--- config.mk ---
export PLATFORM = sky130hd
export DESIGN_NAME = apb_master_arbiter
export DESIGN_NICKNAME = d
export VERILOG_FILES = /design/src/rtl/apb_master_arbiter.sv
export SDC_FILE = /design/constraint.sdc
export NUM_CORES = 1
export LEC_CHECK = 0
export BUFFER_PORTS_ARGS = -buffer_cell sky130_fd_sc_hd__buf_2
export CAP_MARGIN = 5
export CORE_MARGIN = 1.5
export CORE_UTILIZATION = 48
export CTS_CLUSTER_SIZE = 20
export DETAILED_ROUTE_END_ITERATION = 6
export PLACE_DENSITY = 0.81
export SLEW_MARGIN = 20
export SYNTH_ARGS = -nofsm -noshare
export SYNTH_HDL_FRONTEND = slang
export SYNTH_SLANG_ARGS = --single-unit
--- constraint.sdc ---
create_clock -name apb_pclk_i -period 4 [get_ports apb_pclk_i]
set_input_delay 0.4 -clock apb_pclk_i [delete_from_list [all_inputs] [get_ports apb_pclk_i]]
set_output_delay 0.4 -clock apb_pclk_i [all_outputs]
set_load 0.03 [all_outputs]
--- src/rtl/apb_master_arbiter.sv ---
// Round-robin arbiter sharing one downstream APB master port between NUM_MASTERS
// upstream requesters. One transfer per grant, with a per-transfer ACCESS timeout
// that completes the transfer towards the requester with an error.
module apb_master_arbiter #(
    parameter int unsigned APB_ADDR_WIDTH = 12,
    parameter int unsigned APB_DATA_WIDTH = 8,
    parameter int unsigned NUM_MASTERS    = 2,
    parameter int unsigned TIMEOUT_CYCLES = 255
) (
    input  logic                                   apb_pclk_i,
    input  logic                                   apb_preset_ni,
    input  logic [NUM_MASTERS-1:0]                 mst_psel_i,
    input  logic [NUM_MASTERS-1:0]                 mst_penable_i,
    input  logic [NUM_MASTERS-1:0]                 mst_pwrite_i,
    input  logic [NUM_MASTERS*APB_ADDR_WIDTH-1:0]  mst_paddr_i,
    input  logic [NUM_MASTERS*APB_DATA_WIDTH-1:0]  mst_pwdata_i,
    output logic [APB_DATA_WIDTH-1:0]              mst_prdata_o,
    output logic [NUM_MASTERS-1:0]                 mst_pready_o,
    output logic [NUM_MASTERS-1:0]                 mst_pslverr_o,
    output logic                                   apb_psel_o,
    output logic                                   apb_penable_o,
    output logic                                   apb_pwrite_o,
    output logic [APB_ADDR_WIDTH-1:0]              apb_paddr_o,
    output logic [APB_DATA_WIDTH-1:0]              apb_pwdata_o,
    input  logic [APB_DATA_WIDTH-1:0]              apb_prdata_i,
    input  logic                                   apb_pready_i,
    input  logic                                   apb_pslverr_i
);

    localparam int unsigned AW     = APB_ADDR_WIDTH;
    localparam int unsigned DW     = APB_DATA_WIDTH;
    localparam int unsigned N      = NUM_MASTERS;
    localparam int unsigned GW     = $clog2(N);
    localparam int unsigned CW     = (TIMEOUT_CYCLES > 0) ? $clog2(TIMEOUT_CYCLES + 1) : 1;
    // The abort is signalled in the last allowed ACCESS cycle.
    localparam int unsigned ToLast = (TIMEOUT_CYCLES > 0) ? TIMEOUT_CYCLES - 1 : 0;

    typedef enum logic [1:0] {StIdle, StSetup, StAccess} state_e;

    state_e          state_q;
    logic [GW-1:0]   grant_q;
    logic [GW-1:0]   rr_q;
    logic            psel_q;
    logic            penable_q;
    logic            pwrite_q;
    logic [AW-1:0]   paddr_q;
    logic [DW-1:0]   pwdata_q;
    logic [CW-1:0]   cnt_q;

    logic [AW-1:0]   addr_arr  [N];
    logic [DW-1:0]   wdata_arr [N];
    logic            pick_valid;
    logic [GW-1:0]   pick_idx;
    logic [GW-1:0]   cand;
    logic [GW-1:0]   rr_next;
    logic            timeout_hit;
    logic            xfer_done;
    logic            timed_out;

    // Arbitration ignores penable; it is only part of the upstream protocol.
    logic unused_penable;
    assign unused_penable = ^mst_penable_i;

    for (genvar g = 0; g < N; g++) begin : g_unpack
        assign addr_arr[g]  = mst_paddr_i[g*AW +: AW];
        assign wdata_arr[g] = mst_pwdata_i[g*DW +: DW];
    end

    // First requester at or after the round-robin pointer, wrapping.
    always_comb begin
        pick_valid = 1'b0;
        pick_idx   = '0;
        cand       = '0;
        for (int unsigned o = 0; o < N; o++) begin
            cand = GW'((32'(rr_q) + o) % N);
            if (!pick_valid && mst_psel_i[cand]) begin
                pick_valid = 1'b1;
                pick_idx   = cand;
            end
        end
    end

    assign timeout_hit = (TIMEOUT_CYCLES != 0) && (cnt_q == CW'(ToLast));
    assign xfer_done   = (state_q == StAccess) && (apb_pready_i || timeout_hit);
    // pready wins over a timeout landing in the same cycle.
    assign timed_out   = (state_q == StAccess) && !apb_pready_i && timeout_hit;
    assign rr_next     = (grant_q == GW'(N - 1)) ? '0 : grant_q + 1'b1;

    // Upstream response is steered combinationally to the granted requester.
    always_comb begin
        mst_pready_o  = '0;
        mst_pslverr_o = '0;
        mst_prdata_o  = '0;
        if (xfer_done) begin
            mst_pready_o[grant_q]  = 1'b1;
            mst_pslverr_o[grant_q] = apb_pslverr_i | timed_out;
            mst_prdata_o           = timed_out ? '0 : apb_prdata_i;
        end
    end

    // Transfer sequencer with registered downstream outputs.
    always_ff @(posedge apb_pclk_i or negedge apb_preset_ni) begin
        if (!apb_preset_ni) begin
            state_q   <= StIdle;
            grant_q   <= '0;
            rr_q      <= '0;
            psel_q    <= 1'b0;
            penable_q <= 1'b0;
            pwrite_q  <= 1'b0;
            paddr_q   <= '0;
            pwdata_q  <= '0;
            cnt_q     <= '0;
        end else begin
            unique case (state_q)
                StIdle: begin
                    if (pick_valid) begin
                        grant_q  <= pick_idx;
                        pwrite_q <= mst_pwrite_i[pick_idx];
                        paddr_q  <= addr_arr[pick_idx];
                        pwdata_q <= wdata_arr[pick_idx];
                        psel_q   <= 1'b1;
                        state_q  <= StSetup;
                    end
                end
                StSetup: begin
                    penable_q <= 1'b1;
                    cnt_q     <= '0;
                    state_q   <= StAccess;
                end
                StAccess: begin
                    if (xfer_done) begin
                        psel_q    <= 1'b0;
                        penable_q <= 1'b0;
                        rr_q      <= rr_next;
                        state_q   <= StIdle;
                    end else begin
                        cnt_q <= cnt_q + 1'b1;
                    end
                end
                default: state_q <= StIdle;
            endcase
        end
    end

    assign apb_psel_o    = psel_q;
    assign apb_penable_o = penable_q;
    assign apb_pwrite_o  = pwrite_q;
    assign apb_paddr_o   = paddr_q;
    assign apb_pwdata_o  = pwdata_q;

endmodule
==> impl_summary.txt <==
----------------------------------------------------
[Setup path]
  Capture point of the worst reg-to-reg path ... rr_q
  R2r worst-path depth ... 6
  Worst Setup End Kind ... output pin
  CP delay by family, top ... compound AO/OA/AOI/OAI gates
  Data arrival, critical path ... approximately 2.0 ns
  Longest individual stage delay on the worst path ... about 0.48 ns
  Launching element type of the critical path ... flop
  Kind of critical path ... flop to output pin
  CP required ... roughly 3.6 ns
  CP cell instances ... inv_1 -> ha_1 -> nand3_1 -> nor2_1 -> o21ai_0 -> nor2_1 -> buf_2
  Crit path buf inv count ... 2
  Slack of the worst reg-to-reg path ... between 2 and 2.5 ns
  Startpoint of the worst-slack reg-to-reg timing path ... cnt_q[0]
  Critical-path cell with the highest stage delay ... o21ai_0
  Cell repeated most along the worst path ... nor2_1
  Max FO, Critical Path ... 7

[Global route]
  Total global routing overflow ... 0
  GRT met1 Usage ... between 20% and 30%
  GR Layer Usage met2 ... a little over a third
  Initial antenna violation count ... 0
  Vias in the first global route ... roughly 1500
  Pin count of the biggest net entering global routing ... between 40 and 50
  Busiest grt layer ... met2
  Met3 Usage GRT ... 3.60%
  Total global routing track utilization ... between 10% and 20%
  Global-route wire length before repair ... ~6000 µm

[Logic synthesis]
  Leading cell types by total area after synthesis ... dfrtp_1 (51%), mux2i_1 (12%), a21oi_1 (6.7%), nor2_1 (6.1%), and3_1 (2.9%)
  Number of library cell types mapped by synthesis ... 32
  Cells after synthesis ... 174
  Share of Yosys cell area claimed by the top area cell type ... 50.7%
  Synthesized area ... 1730 µm²
  Count of flip-flops with a built-in enable after synthesis ... 0
  Yosys Warn Count ... 0
  Number of synthesized register bits ... 35
  Main flop type after synthesis ... dfrtp_1
  Largest area contributor in the synthesized netlist ... dfrtp_1
  Async set-or-reset flop fraction in the synthesized netlist ... between 90% and 100%
  Dominant cell by count in the synthesized netlist ... dfrtp_1
  Sequential element share of the synthesized area ... roughly half
  Leading post-synthesis cells by instance count ... dfrtp_1 (35), nor2_1 (28), a21oi_1 (23)
  Mean instance size in the synthesized netlist ... about 9.9 µm²
  Synthesized net count ... ~230

[Drt]
  Vias after detailed routing ... 1599
  Count of routing violations after the opening detailed-route iteration ... 40
  Via-to-Cell Ratio ... about 5.2
  Aggregate routed wire length ... 3760 µm
  Detailed-routing iteration count for the pre-antenna-repair pass ... 4
  Detailed-route DRC error count ... 0
  DRT antenna net count ... 0
  Wire length per cell after detailed routing ... between 10 and 15 µm

[Clocking]
  Total number of H-tree levels ... 2
  Root buf cell ... clkbuf_4
  Clock network latency to the later pin of the worst-skew pair ... about 0.33 ns
  Number of clock sinks ... 35
  Clock-pin slew on the worst setup and hold paths ... 0.10 ns
  Number of buffers inserted to repair setup after CTS ... 0
  Maximum number of buffers from clock root to sink ... 2
  Number of buffers inserted during clock tree synthesis ... 5
  Gates resized, CTS repair ... 0
  Number of buffers inserted by hold repair at cts ... 0
  CTS tree ... built

[Run]
  Max-cap violation count ... 0

[Floorplanning]
  Width of the chip ... approximately 63 µm
  Area inside the core boundary ... roughly 3400 µm²
  Die outline area ... ~4000 µm²
  Top-level port count ... 93
  Effective utilization at floorplan ... about half
  Placement row count ... 21
  Die height ... about 63 µm

[Final layout]
  Share of post-route cells with drive strength above 1 ... 39.8%
  Post-route standard cell area excluding fillers ... approximately 2300 µm²
  Count of antenna diodes in the layout ... 0
  Final cell utilization of the core ... 67.3%
  Number of fillers in the final layout ... 296
  Area added between synthesis and finish ... 31.9%
  Nets ... 324

[Worst hold path]
  HP Class ... input pin to async pin

[Power]
  Worst IR Drop VDD ... roughly 0.49 mV
  Leakage power summed over all cells ... between 1 and 1.5 nW
  Cell Pwr Density ... 685 nW/µm²

[STA]
  Post-layout minimum cycle time ... about 2.4 ns
  Unrepaired setup endpoints after global routing ... false
  Top achievable clock speed ... 413 MHz
  Transition time at the pin with the least slew margin ... about 0.75 ns
  Final setup violation count ... 0
  Post-route fraction of the period consumed by the critical path ... 60.6%
  Pins over their slew limit ... 0
  Normalized max-slew margin ... 50.2%
  Worst-case hold slack ... ~0.13 ns
  Worst path setup slack after routing ... 1.58 ns
  Final setup skew ... slightly above 0.007 ns
  Post-route setup TNS ... 0 ns
  Final Hold Fails ... 0

[Placed design]
  Dpl cell area ... around 2200 µm²
  HPWL Detailed ... between 2000 and 3000 µm
  Setup slack at placement ... about 2.0 ns
  Final Wtd Congestion ... a little under 0.8
  Port buffer count ... 90

[Status]
  Status ... finished clean

----------------------------------------------------
area by class of cell:
type | instances | area [µm²] | share of cell area (%)
clock buffers | 6 | 51.3 | 2.25
clock inverters | 1 | 5.00 | 0.220
inverters | 5 | 18.8 | 0.823
multi-input cells | 125 | 806 | 35.3
flip-flops and latches | 35 | 876 | 38.4
well taps | 46 | 57.6 | 2.52
repair buffers | 92 | 465 | 20.4
through the flow:
step | power, mW | cells
6_report | 1.56 | 310
5_1_grt | 1.66 | 310
4_1_cts | 1.58 | 310
3_5_place_dp | 1.39 | 303
3_3_place_gp | 1.36 | 303
2_1_floorplan | 1.14 | 174
sequential cells by signal, summed over array words and instances (netlist names):
name	flops
apb_paddr_o	12
apb_penable_o	1
apb_psel_o	1
apb_pwdata_o	8
apb_pwrite_o	1
cnt_q	8
grant_q	1
rr_q	1
state_q	2
worst max-delay path by stage:
stage / to / cells after the start / startpoint
3_5_place_dp: mst_pready_o[1] / 7 / cnt_q[0]
4_1_cts: mst_pready_o[1] / 7 / cnt_q[0]
3_3_place_gp: mst_pready_o[0] / 7 / cnt_q[0]
5_1_grt: mst_pready_o[1] / 4 / state_q[1]
2_1_floorplan: mst_pready_o[0] / 6 / cnt_q[0]
6_report: mst_pready_o[1] / 7 / cnt_q[0]
cells by family after synthesis:
group                    synth area share (%)
multiplexers                             12.8
adder cells (fa/ha/maj)                  1.45
buffers and inverters                    3.26
AND/OR/NAND/NOR                          16.5
flip-flops                               50.7
XOR/XNOR                                0.507
AO/OA/AOI/OAI                            14.8
where the power goes:
part	total, mW	internal (mW)	switching, mW
Sequential	0.583	0.494	0.0885
Clock	0.191	0.0814	0.109
Combinational	0.787	0.256	0.531
per-layer routing:
layer / vias to the layer above / routed length, µm
li1: 794 / -
met1: 729 / 1480
met2: 67 / 1920
met3: 9 / 272
met4: 0 / 89
met5: - / 0
worst register-to-register path: cells and delay by family (launching register included):
family | cells | cell delay [ns]
buf+inv | 1 | 0.07
compound gates | 1 | 0.48
simple gates | 2 | 0.21
flops | 1 | 0.46
fa+ha+maj | 1 | 0.21
mux | 1 | 0.39
placed cells by master (no fill, tap or decap), types with 2 or more instances in the layout:
| cell type | instances |
|---|---|
| a211o_1 | 2 |
| nand2_1 | 3 |
| nand3_1 | 7 |
| buf_4 | 2 |
| nand4_1 | 2 |
| ha_1 | 2 |
| o21ai_0 | 7 |
| a21o_1 | 3 |
| dfrtp_1 | 35 |
| and3_1 | 8 |
| a21oi_1 | 23 |
| nor2_1 | 28 |
| o31ai_1 | 2 |
| or3_1 | 2 |
| buf_2 | 90 |
| inv_1 | 5 |
| clkbuf_4 | 5 |
| mux2i_1 | 21 |
No activity file was read; power rests on OpenSTA's default activity.
